`src/rtl/exception_unit_if.sv`:
```
// exception_unit_if
//   Bundles the control-unit side of the exception sequencer.
//   master : control unit / datapath (drives events, PC and memory data)
//   slave  : exception_unit (drives PC load, memory request, EPC/Cause/IE)
//   Signals:
//     ovf, bad_opcode, eret, ie_set, ie_clr : one-cycle event pulses
//     irq                                   : external interrupt level
//     instr_boundary                        : fetch cycle marker
//     pc_current, mem_rdata                 : datapath values
//     exc_active, exc_mem_req, exc_mem_addr : ownership of PC/memory
//     pc_load, pc_value                     : one-cycle PC write
//     epc, cause, ie                        : architectural state
//     dbg_state                             : current sequencer state
// Handshake: there is no ready path. exc_mem_req is a fixed-latency read
// request; memory must return data MEM_LAT cycles after the request starts,
// and the requester holds exc_mem_addr stable for the whole request.
interface exception_unit_if;
  logic        ovf;
  logic        bad_opcode;
  logic        irq;
  logic        instr_boundary;
  logic        eret;
  logic        ie_set;
  logic        ie_clr;
  logic [31:0] pc_current;
  logic [31:0] mem_rdata;
  logic        exc_active;
  logic        exc_mem_req;
  logic [31:0] exc_mem_addr;
  logic        pc_load;
  logic [31:0] pc_value;
  logic [31:0] epc;
  logic [31:0] cause;
  logic        ie;
  logic [1:0]  dbg_state;

  modport master (
    output ovf, bad_opcode, irq, instr_boundary, eret, ie_set, ie_clr,
           pc_current, mem_rdata,
    input  exc_active, exc_mem_req, exc_mem_addr, pc_load, pc_value,
           epc, cause, ie, dbg_state
  );

  modport slave (
    input  ovf, bad_opcode, irq, instr_boundary, eret, ie_set, ie_clr,
           pc_current, mem_rdata,
    output exc_active, exc_mem_req, exc_mem_addr, pc_load, pc_value,
           epc, cause, ie, dbg_state
  );
endinterface

```
`src/rtl/exception_unit.sv`:
```
// exception_unit
//   Exception / interrupt sequencer for the multicycle MIPS core. Captures
//   RI, overflow and interrupt events, saves EPC/Cause, reads the handler
//   address from a fixed vector word, then issues a one-cycle PC load.
//   eret reloads PC from EPC and re-enables interrupts.
//   Ports:
//     clock : rising-edge clock
//     reset : synchronous, active-low
//     bus   : exception_unit_if.slave (see interface header)
//   All outputs decode from registered state only.
module exception_unit #(
  parameter logic [31:0] VEC_IRQ = 32'h000000F4,
  parameter logic [31:0] VEC_RI  = 32'h000000F8,
  parameter logic [31:0] VEC_OVF = 32'h000000FC,
  parameter int unsigned MEM_LAT = 1
) (
  input  logic              clock,
  input  logic              reset,
  exception_unit_if.slave   bus
);

  typedef enum logic [1:0] {
    IDLE  = 2'd0,
    FETCH = 2'd1,
    LOAD  = 2'd2,
    RET   = 2'd3
  } state_t;

  // Counter value of the final FETCH cycle (the one that captures data).
  localparam logic [2:0] LAT_LAST = 3'(MEM_LAT);

  state_t      state_q, state_d;
  logic [31:0] epc_q, epc_d;
  logic [4:0]  code_q, code_d;
  logic        df_q, df_d;
  logic        ie_q, ie_d;
  logic [31:0] vaddr_q, vaddr_d;
  logic [31:0] vec_q, vec_d;
  logic [2:0]  cnt_q, cnt_d;

  always_ff @(posedge clock) begin
    if (!reset) begin
      state_q <= IDLE;
      epc_q   <= 32'd0;
      code_q  <= 5'd0;
      df_q    <= 1'b0;
      ie_q    <= 1'b0;
      vaddr_q <= 32'd0;
      vec_q   <= 32'd0;
      cnt_q   <= 3'd0;
    end else begin
      state_q <= state_d;
      epc_q   <= epc_d;
      code_q  <= code_d;
      df_q    <= df_d;
      ie_q    <= ie_d;
      vaddr_q <= vaddr_d;
      vec_q   <= vec_d;
      cnt_q   <= cnt_d;
    end
  end

  always_comb begin
    state_d = state_q;
    epc_d   = epc_q;
    code_d  = code_q;
    df_d    = df_q;
    ie_d    = ie_q;
    vaddr_d = vaddr_q;
    vec_d   = vec_q;
    cnt_d   = cnt_q;

    case (state_q)
      IDLE: begin
        if (bus.bad_opcode) begin
          // RI outranks a simultaneous overflow; EPC points at the
          // faulting instruction, PC has already advanced by 4.
          epc_d   = bus.pc_current - 32'd4;
          code_d  = 5'd10;
          vaddr_d = VEC_RI;
          ie_d    = 1'b0;
          cnt_d   = 3'd0;
          state_d = FETCH;
        end else if (bus.ovf) begin
          epc_d   = bus.pc_current - 32'd4;
          code_d  = 5'd12;
          vaddr_d = VEC_OVF;
          ie_d    = 1'b0;
          cnt_d   = 3'd0;
          state_d = FETCH;
        end else if (bus.irq && ie_q && bus.instr_boundary) begin
          // Taken before the PC increments, so resume at the same PC.
          epc_d   = bus.pc_current;
          code_d  = 5'd0;
          vaddr_d = VEC_IRQ;
          ie_d    = 1'b0;
          cnt_d   = 3'd0;
          state_d = FETCH;
        end else if (bus.eret) begin
          state_d = RET;
        end else if (bus.ie_clr) begin
          ie_d = 1'b0;
        end else if (bus.ie_set) begin
          ie_d = 1'b1;
        end
      end
      FETCH: begin
        if (cnt_q == LAT_LAST) begin
          vec_d   = bus.mem_rdata;
          state_d = LOAD;
        end else begin
          cnt_d = cnt_q + 3'd1;
        end
      end
      LOAD: begin
        state_d = IDLE;
      end
      RET: begin
        ie_d    = 1'b1;
        df_d    = 1'b0;
        state_d = IDLE;
      end
      default: begin
        state_d = IDLE;
      end
    endcase

    // A fault while the sequencer is busy only marks a double fault.
    // Placed after the case so a fault in the RET cycle stays recorded.
    if ((state_q != IDLE) && (bus.ovf || bus.bad_opcode)) begin
      df_d = 1'b1;
    end
  end

  assign bus.exc_active   = (state_q != IDLE);
  assign bus.exc_mem_req  = (state_q == FETCH);
  assign bus.exc_mem_addr = (state_q == FETCH) ? vaddr_q : 32'd0;
  assign bus.pc_load      = (state_q == LOAD) || (state_q == RET);
  assign bus.pc_value     = (state_q == LOAD) ? vec_q :
                            (state_q == RET)  ? epc_q : 32'd0;
  assign bus.epc          = epc_q;
  assign bus.cause        = {df_q, 24'd0, code_q, 2'b00};
  assign bus.ie           = ie_q;
  assign bus.dbg_state    = state_q;

endmodule

```
`src/flat_wrapper.sv`:
```
// flat-port wrapper written by rule: the top's interface ports become plain ports
module exception_unit_flat 
#(
  parameter logic [31:0] VEC_IRQ = 32'h000000F4,
  parameter logic [31:0] VEC_RI  = 32'h000000F8,
  parameter logic [31:0] VEC_OVF = 32'h000000FC,
  parameter int unsigned MEM_LAT = 1
)
  (clock, reset, bus_ovf, bus_bad_opcode, bus_irq, bus_instr_boundary, bus_eret, bus_ie_set, bus_ie_clr, bus_pc_current, bus_mem_rdata, bus_exc_active, bus_exc_mem_req, bus_exc_mem_addr, bus_pc_load, bus_pc_value, bus_epc, bus_cause, bus_ie, bus_dbg_state);
  exception_unit_if bus_i ();
  input  logic clock;
  input  logic reset;
  input wire logic [$bits(bus_i.ovf)-1:0] bus_ovf;
  input wire logic [$bits(bus_i.bad_opcode)-1:0] bus_bad_opcode;
  input wire logic [$bits(bus_i.irq)-1:0] bus_irq;
  input wire logic [$bits(bus_i.instr_boundary)-1:0] bus_instr_boundary;
  input wire logic [$bits(bus_i.eret)-1:0] bus_eret;
  input wire logic [$bits(bus_i.ie_set)-1:0] bus_ie_set;
  input wire logic [$bits(bus_i.ie_clr)-1:0] bus_ie_clr;
  input wire logic [$bits(bus_i.pc_current)-1:0] bus_pc_current;
  input wire logic [$bits(bus_i.mem_rdata)-1:0] bus_mem_rdata;
  output wire logic [$bits(bus_i.exc_active)-1:0] bus_exc_active;
  output wire logic [$bits(bus_i.exc_mem_req)-1:0] bus_exc_mem_req;
  output wire logic [$bits(bus_i.exc_mem_addr)-1:0] bus_exc_mem_addr;
  output wire logic [$bits(bus_i.pc_load)-1:0] bus_pc_load;
  output wire logic [$bits(bus_i.pc_value)-1:0] bus_pc_value;
  output wire logic [$bits(bus_i.epc)-1:0] bus_epc;
  output wire logic [$bits(bus_i.cause)-1:0] bus_cause;
  output wire logic [$bits(bus_i.ie)-1:0] bus_ie;
  output wire logic [$bits(bus_i.dbg_state)-1:0] bus_dbg_state;
  assign bus_i.ovf = bus_ovf;
  assign bus_i.bad_opcode = bus_bad_opcode;
  assign bus_i.irq = bus_irq;
  assign bus_i.instr_boundary = bus_instr_boundary;
  assign bus_i.eret = bus_eret;
  assign bus_i.ie_set = bus_ie_set;
  assign bus_i.ie_clr = bus_ie_clr;
  assign bus_i.pc_current = bus_pc_current;
  assign bus_i.mem_rdata = bus_mem_rdata;
  assign bus_exc_active = bus_i.exc_active;
  assign bus_exc_mem_req = bus_i.exc_mem_req;
  assign bus_exc_mem_addr = bus_i.exc_mem_addr;
  assign bus_pc_load = bus_i.pc_load;
  assign bus_pc_value = bus_i.pc_value;
  assign bus_epc = bus_i.epc;
  assign bus_cause = bus_i.cause;
  assign bus_ie = bus_i.ie;
  assign bus_dbg_state = bus_i.dbg_state;
  exception_unit #(.VEC_IRQ(VEC_IRQ), .VEC_RI(VEC_RI), .VEC_OVF(VEC_OVF), .MEM_LAT(MEM_LAT)) u_core (.clock(clock), .reset(reset), .bus(bus_i));
endmodule
```
`config.mk`:
```
export PLATFORM = sky130hd
export DESIGN_NAME = exception_unit_flat
export DESIGN_NICKNAME = d
export VERILOG_FILES = /design/src/rtl/exception_unit_if.sv /design/src/rtl/exception_unit.sv /design/src/flat_wrapper.sv
export SDC_FILE = /design/constraint.sdc
export NUM_CORES = 1
export LEC_CHECK = 0
export CORE_UTILIZATION = 45
export CTS_CLUSTER_DIAMETER = 60
export DETAILED_ROUTE_END_ITERATION = 8
export PLACE_DENSITY = 0.86
export SYNTH_ARGS = -nofsm -noshare
export SYNTH_HDL_FRONTEND = slang
export SYNTH_SLANG_ARGS = --single-unit
export TNS_END_PERCENT = 30
```
`constraint.sdc`:
```
create_clock -name clock -period 2.98 [get_ports clock]
set_input_delay 0.298 -clock clock [delete_from_list [all_inputs] [get_ports clock]]
set_output_delay 0.298 -clock clock [all_outputs]
set_load 0.005 [all_outputs]
```
# == Word-level counts from Yosys, hierarchy flattened ==
# Cells that the tools add are included.
# op_classes
n_addsub,2
n_eq_ne,10
mux,32
n_reduce_logical,17
# ops
op,n
$mux 32,9
$sub 32x3->32 const B,1
$mux 5,3
$mux 3,4
$mux 2,5
$ne 5x4->1 const B,2
$mux 1,8
$reduce_bool 2->1,4
$ne 6x5->1 const B,1
$pmux 2 s3,1
$pmux 3 s2,1
$reduce_and 2->1,3
$reduce_and 3->1,2
$eq 2x2->1 const B,2
$ne 4x3->1 const B,1
$add 3x1->3 const B,1
$eq 3x1->1 const B,1
$logic_and 1x1->1,3
$reduce_bool 3->1,1
$eq 2x1->1 const B,1
$logic_not 2->1,1
$logic_or 1x1->1,2
$ne 2x1->1 const B,1
$ne 2x2->1 const B,1
2 further kinds,2
# word_totals
regBits,108
input_bits,73
word_cells,69

# == Longest topological paths before layout ==
# Gate-level depths: netlist (run 1).
# depth
depth_word,7
mapped_depth,9

# == Worst setup path before layout (run 1) ==
# Ideal clock, no wire load.
# synth_timing
path_type,flip-flop to flip-flop
from,reg u_core.state_q[0] (netlist: u_core.bus.dbg_state[0])
to,reg u_core.epc_q[31] (netlist: u_core.bus.epc[31])
setup_ns,0.127
arrival_ns,1.596
setup_slack_ns,1.258
stages_incl_launch_ff,10
cell_sequence,dfxtp_1 > inv_1 > ha_1 > buf_2 > inv_1 > a21oi_1 > buf_6 > nand4b_1 > nor3_1 > or3_1
# synth_via
elab_chain_len,2
# synth_rtl
element,line,text
from (decl),exception_unit.sv:32,"state_t state_q, state_d;"
from (signal assigned),exception_unit.sv:52,state_q <= state_d;
$logic_not 2->1,exception_unit.sv:73,case (state_q)
$reduce_and 2->1 (no source line),n/a,
to (signal assigned),exception_unit.sv:53,epc_q <= epc_d;
to (decl),exception_unit.sv:33,"logic [31:0] epc_q, epc_d;"
# Every way passes these cells.
# A chain may end at the register's enable or synchronous reset.

# == Worst setup path after layout (run 1) ==
# layout_timing
from,reg u_core.state_q[1] (netlist: u_core.bus.dbg_state[1])
to,out bus_pc_value[9]
# layout_via
elab_chain_len,3
word_cells_on_any_way,4
classes_between,eq/ne: 2; mux: 2
# layout_rtl
element,line,text
$eq 2x2->1,exception_unit.sv:140,(state_q == RET) ? epc_q : 32'd0;
$mux 32,exception_unit.sv:140,
$mux 32 (*),exception_unit.sv:139,assign bus.pc_value = (state_q == LOAD) ? vec_q :
to (decl),flat_wrapper.sv:26,output wire logic [$bits(bus_i.pc_value)-1:0] bus_pc_value;
# Mark *: on every way between the ends. The rest lies on a longest branch, timed or not.

==> metrics.log, run 1 <==
[metrics] cells taking the most area after synthesis: sky130_fd_sc_hd__dfxtp_1, sky130_fd_sc_hd__nand2_1, sky130_fd_sc_hd__buf_4, sky130_fd_sc_hd__a21oi_1, sky130_fd_sc_hd__o21ai_0
[metrics] post-synthesis async set-or-reset flop share: 0%
[metrics] DRC viols: 0
[metrics] count of fill cells added during filler insertion: around 800
[metrics] most common cell in the netlist: sky130_fd_sc_hd__nand2_1
[metrics] slowest cell on the critical path: sky130_fd_sc_hd__clkdlybuf4s50_1
[metrics] final worst clock skew: around 0.014 ns
[metrics] hold wc startpoint: u_core.vec_q[20]
[metrics] r2r startpoint: u_core.bus.dbg_state[1]
[metrics] Worst setup SP type: register
[metrics] Root Buffer Master: sky130_fd_sc_hd__clkbuf_8
[metrics] global-route wire length before repair: just over 20 mm
[metrics] clock-pin slew on the worst setup and hold paths: 0.09 ns
[metrics] total negative setup slack: 0 ns
[metrics] most area-hungry cell type in the Yosys netlist: sky130_fd_sc_hd__dfxtp_1
[metrics] Max-cap violations: 0
[metrics] highest clock rate: 390.7 MHz
[metrics] data required time at the worst endpoint: approximately 2.7 ns
[metrics] Mean Syn Cell Area: 7.363 um^2
[metrics] Post-synth top flop: sky130_fd_sc_hd__dfxtp_1
[metrics] number of buffers added by the clock tree synthesis step: 9
[metrics] Die Footprint: around 10,000 um^2
[metrics] chip width: just over 100 um
[metrics] sum of overflow across all layers after global routing: 0
[metrics] overall via count from detail_route: roughly 4,400
[metrics] transition time at the pin with the least slew margin: roughly 0.57 ns
[metrics] share of the synthesized area in the top cell type: around a third
[metrics] CP Cell Sequence: ha_2 > buf_4 > nand2_1 > o21ai_0 > clkdlybuf4s50_1
[metrics] sinks on the clock net: 76
[metrics] CP max FO: 65
[metrics] synth unique cells: 56
[metrics] Yosys warnings: 0
[metrics] detail-routed net length per standard cell: around 15 um
[metrics] initial antenna violation count: 0
[metrics] H-tree levels: 3
[metrics] min Tclk post-route: 2.560 ns
[metrics] post-DP HPWL: between 10 and 15 mm
[metrics] Starting Density: between 40% and 50%
[metrics] total I/O pin count: between 200 and 250
[metrics] area growth from synthesis to layout: 35.86%
[metrics] number of rows created at floorplan: 35
[metrics] part of the Yosys area used for sequential elements: 34.56%
[metrics] Layout Utilization: a little under two thirds
[metrics] final-stage net count: roughly 800
[metrics] post-route clock period utilization: between 80% and 90%
[metrics] count of TritonRoute iterations in the first routing pass: 5
[metrics] clock latency reported for the late side of the worst-skew pair: between 0.3 and 0.4 ns
[metrics] total setup buffers inserted after CTS: 0
[metrics] leakage: between 2 and 2.5 nW
[metrics] placeable core region: approximately 9400 um^2
[metrics] clock tree from TritonCTS: done
[metrics] Inserted Diodes: 0
[metrics] share of final-layout standard cells stronger than drive strength 1: under 10%
[metrics] via count of the first global-routing pass: 4,028
[metrics] Resized cells post-CTS: 0
[metrics] Finish-stage setup viols: 0
[metrics] average via count per standard cell: roughly 5.2
[metrics] Crit. Startpoint: u_core.bus.dbg_state[1]
[metrics] maximum number of pins on one net before global-route repair: 66
[metrics] maximum resistive drop on vdd: 389.2 uV
[metrics] final hold vios: 0
[metrics] class of the most critical setup path: register to output pin
[metrics] post-synthesis instance area: roughly 4400 um^2
[metrics] placer congestion estimate: between 0.9 and 1
[metrics] unrepaired setup endpoints after global routing: no
[metrics] Hold Path Class: register to register
[metrics] Slew Limit Fails: 0
[metrics] number of flip-flops and latches in the synthesized netlist: 76
[metrics] Critical Path Sink Type: output pin
[metrics] Critical Path Max Stage Delay: 0.53 ns
[metrics] synthesized instance count: 598
[metrics] maximum number of buffers from clock root to sink: 2
[metrics] Cell Pwr Density: approximately 680 nW/um^2
[metrics] # hold bufs at CTS: 0
[metrics] outcome: complete, no violations
[metrics] Detail Route Antenna Nets: 0
[metrics] Port-buffer cells: 152
[metrics] top cells by count, synth: sky130_fd_sc_hd__nand2_1, sky130_fd_sc_hd__dfxtp_1, sky130_fd_sc_hd__a21oi_1
[metrics] number of enable-type register cells in the synthesized netlist: 0
[metrics] Slew headroom: between 60% and 70%
[metrics] Post-Route WL: ~13 mm
[metrics] WP data arrival: between 2 and 2.5 ns
[metrics] 1st-iter DRT viols: between 200 and 300
[metrics] die span in y: between 100 and 150 um
[metrics] Total Routing Usage GR: roughly 26%
[path summary, 6_finish.rpt]
path	to	depth (start not counted)	slack, ns
worst max-delay path	bus_pc_value[9]	5	0.42
worst max register to register	u_core.bus.epc[10]	7	0.66
worst min-delay path	u_core.vec_q[20]	2	0.46
worst min register to register	u_core.vec_q[20]	2	0.46
[routing by layer]
layer	up-vias	wire length, um	track usage (%)
met5	-	0	0
met1	2054	5702	33.28
met4	0	428	12.26
met2	203	6392	41.62
li1	2142	-	-
met3	34	754	3.883
[cell families after synthesis]
family | share of synthesized area [%]
flops | 34.56
mux | 0.6820
xor+xnor | 5.172
other cells | 0.08517
compound gates | 17.73
simple gates | 24.81
buf+inv | 14.98
fa+ha+maj | 1.989
[state kept, by name, indices dropped and copies added, names as in the netlist]
| name | cells |
|---|---|
| u_core.bus.epc | 32 |
| u_core.cnt_q | 3 |
| u_core.vaddr_q | 3 |
| u_core.bus.ie | 1 |
| u_core.code_q | 2 |
| u_core.bus.dbg_state | 2 |
| u_core.vec_q | 32 |
| u_core.df_q | 1 |
[cell type report]
cell class                 instances  area, um^2  area share, %
tap                              129       161.4          2.698
clock inverter                     4       97.59          1.631
sequential                        76        1521          25.43
inverter                          12       45.04         0.7530
multi-input combinational        466        2435          40.70
clock buffer                      12       135.1          2.259
timing repair buffer             159        1587          26.52
[critical path, delay by kind of cell, from the launching register on]
| kind | cells | cell delay [ns] |
|---|---|---|
| flip-flops | 1 | 0.44 |
| buffers and inverters | 2 | 0.98 |
| AO/OA/AOI/OAI | 1 | 0.10 |
| adder cells (fa/ha/maj) | 1 | 0.22 |
| AND/OR/NAND/NOR | 1 | 0.16 |
[cell usage in the layout (no fill, tap or decap), drive strengths merged, types with 2 or more instances in the layout]
cell type,instances
or3,2
nand3,8
o21ba,2
o22ai,2
xor2,17
nor2b,2
bufinv,3
nand3b,2
buf,7
xnor2,9
mux2i,3
conb,54
nor2,26
and4,2
clkbuf,12
inv,11
nand2b,2
dfxtp,76
a31oi,3
nand4,8
nand4b,2
and2,4
nand2,145
clkdlybuf4s50,152
nor3,14
o21ai,57
and3,4
ha,7
a211oi,5
or4,3
a21oi,62
nor4,7
[report_power, final]
| group | switching (mW) | leakage [nW] | internal [mW] |
|---|---|---|---|
| logic | 0.844 | 1.45 | 0.798 |
| clock network | 0.369 | 0.111 | 0.559 |
| registers | 0.231 | 0.623 | 1.26 |
| total | 1.44 | 2.18 | 2.61 |
[metrics by stage]
stage | instances | total power [mW] | hold slack, ns | cell area, um^2 | setup slack (ns)
3_5_place_dp | 842 | 3.130 | 0.4467 | 5749 | 0.6007
6_report | 858 | 4.058 | 0.4559 | 5982 | 0.4205
5_1_grt | 858 | 4.304 | 0.4783 | 5982 | 0.2810
3_3_place_gp | 842 | 3.064 | 0.4420 | 5749 | 0.6631
4_1_cts | 858 | 4.055 | 0.4570 | 5982 | 0.4472
2_1_floorplan | 651 | 2.351 | 0.4313 | 4602 | 1.258
No activity file was read; power rests on OpenSTA's default activity.
==> inputs of run 2 (changes only) <==
--- a/config.mk
+++ b/config.mk
@@ -5,10 +5,10 @@
 export SDC_FILE = /design/constraint.sdc
 export NUM_CORES = 1
 export LEC_CHECK = 0
-export CORE_UTILIZATION = 45
+export CORE_UTILIZATION = 30
 export CTS_CLUSTER_DIAMETER = 60
 export DETAILED_ROUTE_END_ITERATION = 8
-export PLACE_DENSITY = 0.86
+export PLACE_DENSITY = 0.61
 export SYNTH_ARGS = -nofsm -noshare
 export SYNTH_HDL_FRONTEND = slang
 export SYNTH_SLANG_ARGS = --single-unit
==> run 2 against run 1 <==
  * Clock skew decreased by 0.0093 ns
  * Setup slack got worse by 0.068 ns
  * Global-route usage fell by 7.6 points
  * Core utilization decreased by 20 points
  * Sequential cell count unchanged
  * Cell area grew 3.1%
  * Combinational power about the same
  * Routed wire length up 4.5%
  * Register-to-register slack better by 0.23 ns
  * Via count down 2.2%
  * Fmax shrank 2.6%
  * Critical path type unchanged
  * Highest routed layer unchanged
==> metrics.log, run 2 (synthesis gave the netlist of run 1 again) <==
[metrics] min Tclk post-route: 2.627 ns (+0.06796 ns)
[metrics] peak-usage layer in the global routing report: met2
[metrics] Root Buffer Master: sky130_fd_sc_hd__clkbuf_16
[metrics] total setup buffers inserted after CTS: 0 (unchanged)
[metrics] sequential cell area in the final layout: 1521 um^2 (unchanged)
[metrics] overall via count from detail_route: 4,335 (-2.2%)
[metrics] final-stage net count: 806 (+0.25%)
[metrics] final worst clock skew: 0.005016 ns (-0.009284 ns)
[metrics] maximum number of pins on one net before global-route repair: 62 (-6.1%)
[metrics] r2r startpoint: u_core.bus.dbg_state[0]
[metrics] chip width: 123.1 um (+22%)
[metrics] Slew Limit Fails: 0 (unchanged)
[metrics] cells on worst reg2reg path: 7 (unchanged)
[metrics] outcome: complete, no violations
[metrics] # hold bufs at CTS: 0 (unchanged)
[metrics] Critical R2R Capture: u_core.bus.epc[31]
[metrics] 1st-iter DRT viols: 283 (+6.4%)
[metrics] filler-free cell count of the finished design: 911 (+6.2%)
[metrics] cell total after placement: 895 (+6.3%)
[metrics] average via count per standard cell: 4.759 (-7.9%)
[metrics] total I/O pin count: 207 (unchanged)
[metrics] post-DP HPWL: 10.62 mm (+4.1%)
[metrics] placeable core region: 14,100 um^2 (+50%)
[metrics] Total Routing Usage GR: 18.05% (-7.6 points)
[metrics] Max-cap violations: 0 (unchanged)
[metrics] count of fill cells added during filler insertion: 1,440 (+78%)
[metrics] unrepaired setup endpoints after global routing: no
[metrics] Critical Path Sink Type: output pin
[metrics] data required time at the worst endpoint: 2.68 ns (about the same)
[metrics] placer congestion estimate: 0.8580 (-8.6%)
[metrics] met1 routing resource usage after global routing: 25.25% (-8.0 points)
[metrics] sinks on the clock net: 76 (unchanged)
[metrics] DRC viols: 0 (unchanged)
[metrics] Resized cells post-CTS: 0 (unchanged)
[metrics] worst setup path endpoint: bus_pc_value[29]
[metrics] sum of overflow across all layers after global routing: 0 (unchanged)
[metrics] reported net switching power: 1.501 mW (+4.0%)
[metrics] global-route met3 utilization: 2.352% (-1.5 points)
[metrics] post-layout worst setup margin: 0.3525 ns (-0.06796 ns)
[metrics] number of buffers added by the clock tree synthesis step: 9 (unchanged)
[metrics] Die Footprint: 15,160 um^2 (+49%)
[metrics] global-route wire length before repair: 20.82 mm (+3.0%)
[metrics] switching share of power: 34.19% (-1.4 points)
[metrics] Detail Route Antenna Nets: 0 (unchanged)
[metrics] Hold Path Class: register to register
[metrics] final hold vios: 0 (unchanged)
[metrics] CP max FO: 31 (-52%)
[metrics] detail-routed net length per standard cell: 15.23 um (-1.6%)
[metrics] Port-buffer cells: 152 (unchanged)
[metrics] clock tree from TritonCTS: done
[metrics] Post-Route WL: 13.87 mm (+4.5%)
[metrics] clock latency reported for the late side of the worst-skew pair: 0.33 ns (about the same)
[metrics] share of final-layout standard cells stronger than drive strength 1: 5.746% (+0.67 points)
[metrics] Inserted Diodes: 0 (unchanged)
[metrics] WP data arrival: 2.33 ns (+0.07 ns)
[metrics] clock-pin slew on the worst setup and hold paths: 0.06 ns (-0.03 ns)
[metrics] die span in y: 123.1 um (+22%)
[metrics] Starting Density: 31.24% (-16 points)
[metrics] number of rows created at floorplan: 43 (+23%)
[metrics] Worst setup SP type: register
[metrics] maximum resistive drop on vdd: 274.6 uV (-29%)
[metrics] Finish-stage setup viols: 0 (unchanged)
[metrics] fraction of met2 tracks used by global routing: 28.42% (-13 points)
[metrics] Post-Place Setup Slack: 0.5082 ns (-0.09242 ns)
[metrics] class of the most critical setup path: register to output pin
[metrics] most common cell after layout, fill and taps aside: sky130_fd_sc_hd__clkdlybuf4s50_1
[metrics] Cell Pwr Density: 711.9 nW/um^2 (+4.9%)
[metrics] post-route clock period utilization: 88.17% (+2.3 points)
[metrics] Sequential Power Share: 33.9% (-2.8 points)
[metrics] highest clock rate: 380.6 MHz (-2.6%)
[metrics] combinational share of power: 37.9% (-2.5 points)
[metrics] H-tree levels: 3 (unchanged)
[metrics] leakage: 2.244 nW (+2.8%)
[metrics] maximum number of buffers from clock root to sink: 2 (unchanged)
[metrics] Slew headroom: 43.50% (-18 points)
[metrics] via count of the first global-routing pass: 3,952 (-1.9%)
[metrics] R2R setup slack: 0.89 ns (+0.23 ns)
[metrics] transition time at the pin with the least slew margin: 0.8423 ns (+0.2760 ns)
[metrics] count of TritonRoute iterations in the first routing pass: 4 (-1)
[metrics] initial antenna violation count: 0 (unchanged)
[metrics] area growth from synthesis to layout: 40.10%
[metrics] combined area of the multi-input logic cells: 2435 um^2 (unchanged)
[metrics] Crit. Startpoint: u_core.bus.dbg_state[0]
[metrics] Cell Int Power: 2.890 mW (+11%)
[metrics] total negative setup slack: 0 ns (unchanged)
[metrics] commonest non-fill, non-tap cells in the layout: sky130_fd_sc_hd__clkdlybuf4s50_1, sky130_fd_sc_hd__nand2_1, sky130_fd_sc_hd__dfxtp_1
[metrics] relative contribution of the clock network to total power: 28.2% (+5.3 points)
==> run 2: cell count changes in the layout (fill, tap and decap cells not counted) <==
cell                         change
sky130_fd_sc_hd__buf_4           +2
sky130_fd_sc_hd__clkbuf_1        -3
sky130_fd_sc_hd__clkbuf_8        -9
sky130_fd_sc_hd__clkbuf_16       +9
sky130_fd_sc_hd__clkinv_2        +2
sky130_fd_sc_hd__clkinvlp_4      +1
==> run 2: layer usage <==
layer,part of all wire (%),up-vias
li1,-,2151
met1,48,2008
met2,45,162
met3,5.9,14
met4,1.4,0
met5,0,-
==> run 2: worst min path at each step <==
stage	start	end	cells past startpoint
finish	u_core.vec_q[6]	u_core.vec_q[6]	2
global route	u_core.vec_q[2]	u_core.vec_q[2]	2
CTS	u_core.vec_q[2]	u_core.vec_q[2]	2
detailed placement	u_core.vec_q[2]	u_core.vec_q[2]	2
global placement	u_core.vec_q[2]	u_core.vec_q[2]	2
floorplan	u_core.vaddr_q[6]	u_core.vaddr_q[6]	2
==> run 2: through the flow <==
step	hold WS (ns)	total power [mW]	instance area (um^2)	util (%)
after floorplan	0.4313	2.351	4602	-
after detailed placement	0.4469	3.178	5828	41.35
after CTS	0.4553	4.433	6168	43.76
final	0.4548	4.392	6168	43.76
after global routing	0.4712	4.656	6168	43.76
after global placement	0.4421	3.148	5828	41.35
==> run 2: area by class of cell <==
| cell class | instances | share of cell area [%] |
|---|---|---|
| inverters | 12 | 0.7302 |
| well taps | 180 | 3.651 |
| repair buffers | 161 | 25.96 |
| clock buffers | 9 | 3.651 |
| multi-input cells | 466 | 39.47 |
| clock inverters | 7 | 1.866 |
| flip-flops and latches | 76 | 24.67 |
==> run 2: power by group through the flow <==
stage | combinational (mW) | sequential (mW) | clock, mW
floorplan | 0.916 | 1.43 | 0
global placement | 1.64 | 1.51 | 0
detailed placement | 1.67 | 1.51 | 0
CTS | 1.68 | 1.49 | 1.27
global route | 1.83 | 1.52 | 1.31
finish | 1.67 | 1.49 | 1.24
==> run 2: worst max-delay path, cell delays in order, from the launching register on <==
cell and delay [ns]:
sky130_fd_sc_hd__dfxtp_1 0.42, sky130_fd_sc_hd__ha_1 0.29, sky130_fd_sc_hd__buf_4 0.37, sky130_fd_sc_hd__nand2_1 0.15
sky130_fd_sc_hd__o21ai_0 0.22, sky130_fd_sc_hd__clkdlybuf4s50_1 0.54
==> inputs of run 3 (changes only) <==
--- a/config.mk
+++ b/config.mk
@@ -5,6 +5,7 @@
 export SDC_FILE = /design/constraint.sdc
 export NUM_CORES = 1
 export LEC_CHECK = 0
+export CORE_ASPECT_RATIO = 1.2
 export CORE_UTILIZATION = 30
 export CTS_CLUSTER_DIAMETER = 60
 export DETAILED_ROUTE_END_ITERATION = 8
==> run 3 against run 2 <==
  * Power is 1.6% higher
  * Sequential power about the same
  * Critical path type unchanged
  * Setup slack better by 0.033 ns
  * Clock skew up 0.0013 ns
  * Die area hardly changed
  * Clock power is 8% higher
  * Sequential share of layout area barely moved
  * Hold slack improved by 0.0012 ns
  * Clock-buffer cell count is 3 higher
  * Global-route usage decreased by 0.22 points
  * Cell area shrank 0.12%
==> metrics.log, run 3 (synthesis gave the netlist of run 1 again) <==
[metrics] die span in y: 134.7 um (+9.4%)
[metrics] clock-pin slew on the worst setup and hold paths: 0.06 ns (about the same)
[metrics] Worst setup SP type: register
[metrics] Die Footprint: 15,170 um^2 (about the same)
[metrics] # hold bufs at CTS: 0 (unchanged)
[metrics] 1st-iter DRT viols: 304 (+7.4%)
[metrics] unrepaired setup endpoints after global routing: no
[metrics] class of the most critical setup path: register to output pin
[metrics] fraction of met2 tracks used by global routing: 30.04% (+1.6 points)
[metrics] total I/O pin count: 207 (unchanged)
[metrics] Total Routing Usage GR: 17.84% (-0.22 points)
[metrics] final worst clock skew: 0.006356 ns (+0.001340 ns)
[metrics] Hold Path Class: register to register
[metrics] clock tree from TritonCTS: done
[metrics] CP max FO: 65 (+110%)
[metrics] H-tree levels: 3 (unchanged)
[metrics] sum of overflow across all layers after global routing: 0 (unchanged)
[metrics] Layout Utilization: 42.92% (-0.84 points)
[metrics] highest clock rate: 385.4 MHz (+1.3%)
[metrics] detail-routed net length per standard cell: 15.50 um (+1.8%)
[metrics] Slew Limit Fails: 0 (unchanged)
[metrics] number of buffers added by the clock tree synthesis step: 9 (unchanged)
[metrics] Cell Pwr Density: 724.1 nW/um^2 (+1.7%)
[metrics] Slew headroom: 61.16% (+18 points)
[metrics] Max-cap violations: 0 (unchanged)
[metrics] Critical Path Sink Type: output pin
[metrics] data required time at the worst endpoint: 2.68 ns (about the same)
[metrics] min Tclk post-route: 2.595 ns (-0.03265 ns)
[metrics] Post-Route WL: 14.01 mm (+1.0%)
[metrics] total setup buffers inserted after CTS: 0 (unchanged)
[metrics] R2R setup slack: 0.67 ns (-0.22 ns)
[metrics] initial antenna violation count: 0 (unchanged)
[metrics] sinks on the clock net: 76 (unchanged)
[metrics] area growth from synthesis to layout: 39.93%
[metrics] placeable core region: 14,350 um^2 (+1.8%)
[metrics] number of rows created at floorplan: 48 (+12%)
[metrics] Finish-stage setup viols: 0 (unchanged)
[metrics] peak-usage layer in the global routing report: met2
[metrics] overall via count from detail_route: 4,405 (+1.6%)
[metrics] global-route wire length before repair: 21.09 mm (+1.3%)
[metrics] chip width: 112.6 um (-8.6%)
[metrics] Resized cells post-CTS: 0 (unchanged)
[metrics] share of final-layout standard cells stronger than drive strength 1: 5.213% (-0.53 points)
[metrics] clock latency reported for the late side of the worst-skew pair: 0.33 ns (about the same)
[metrics] commonest non-fill, non-tap cells in the layout: sky130_fd_sc_hd__clkdlybuf4s50_1, sky130_fd_sc_hd__nand2_1, sky130_fd_sc_hd__dfxtp_1
[metrics] post-DP HPWL: 10.59 mm (-0.25%)
[metrics] WP data arrival: 2.30 ns (-0.03 ns)
[metrics] count of TritonRoute iterations in the first routing pass: 5 (+1)
[metrics] maximum number of buffers from clock root to sink: 2 (unchanged)
[metrics] maximum resistive drop on vdd: 305.1 uV (+11%)
[metrics] post-route clock period utilization: 87.08% (-1.1 points)
[metrics] DRC viols: 0 (unchanged)
[metrics] Port-buffer cells: 152 (unchanged)
[metrics] outcome: complete, no violations
[metrics] most common cell after layout, fill and taps aside: sky130_fd_sc_hd__clkdlybuf4s50_1
[metrics] maximum number of pins on one net before global-route repair: 66 (+6.5%)
[metrics] via count of the first global-routing pass: 4,031 (+2.0%)
[metrics] average via count per standard cell: 4.873 (+2.4%)
[metrics] Detail Route Antenna Nets: 0 (unchanged)
[metrics] final hold vios: 0 (unchanged)
[metrics] Inserted Diodes: 0 (unchanged)
[metrics] Starting Density: 30.67% (-0.56 points)
[metrics] total negative setup slack: 0 ns (unchanged)
[metrics] met1 routing resource usage after global routing: 22.27% (-3.0 points)
[metrics] final-stage net count: 804 (-0.25%)
[metrics] global-route met3 utilization: 2.244% (-0.11 points)
[metrics] total design power: 4.461 mW (+1.6%)
[metrics] placer congestion estimate: 0.8925 (+4.0%)
[metrics] leakage: 2.247 nW (+0.13%)
[metrics] Root Buffer Master: sky130_fd_sc_hd__clkbuf_16
[metrics] transition time at the pin with the least slew margin: 0.5812 ns (-0.2611 ns)
[run 3: layout make-up]
| type | instances | area, um^2 |
|---|---|---|
| Clock buffer | 12 | 246.5 |
| Clock inverter | 4 | 120.1 |
| Fill cell | 1446 | 8193 |
| Inverter | 12 | 45.04 |
| Multi-Input combinational cell | 466 | 2435 |
| Sequential cell | 76 | 1521 |
| Tap cell | 175 | 219.0 |
| Timing Repair Buffer | 159 | 1574 |
[run 3: worst paths after layout]
kind,end,from,cells after the start
max,bus_pc_value[24],u_core.bus.dbg_state[0],6
min,u_core.vec_q[16],u_core.vec_q[16],2
max reg2reg,u_core.bus.epc[19],u_core.bus.dbg_state[0],7
min reg2reg,u_core.vec_q[16],u_core.vec_q[16],2
[run 3: through the flow]
stage,setup WS [ns],instances,hold WS (ns),cell area [um^2]
after floorplan,1.258,651,0.4313,4602
after global placement,0.5606,888,0.4434,5794
after detailed placement,0.5062,888,0.4477,5794
after CTS,0.3871,904,0.4564,6161
after global routing,0.2316,904,0.4702,6161
final,0.3852,904,0.4560,6161
[run 3: worst max-delay path: stages (launching register included)]
cell and delay [ns]:
sky130_fd_sc_hd__dfxtp_1 0.36, sky130_fd_sc_hd__inv_1 0.11, sky130_fd_sc_hd__ha_2 0.17, sky130_fd_sc_hd__buf_4 0.46, sky130_fd_sc_hd__nand2_1 0.17, sky130_fd_sc_hd__o21ai_0 0.11
sky130_fd_sc_hd__clkdlybuf4s50_1 0.54
[run 3: per-layer routing]
| metal | part of all wire, % | vias to the layer above | wire length, um |
|---|---|---|---|
| met3 | 5.1 | 29 | 719 |
| met2 | 49 | 181 | 6812 |
| met4 | 3.5 | 0 | 487 |
| met5 | 0 | - | 0 |
| met1 | 43 | 2052 | 5995 |
| li1 | - | 2143 | - |
[run 3: power breakdown]
group | leakage, nW | switching [mW] | internal, mW
Sequential | 0.623 | 0.226 | 1.26
Clock | 0.177 | 0.418 | 0.927
Combinational | 1.45 | 0.839 | 0.792
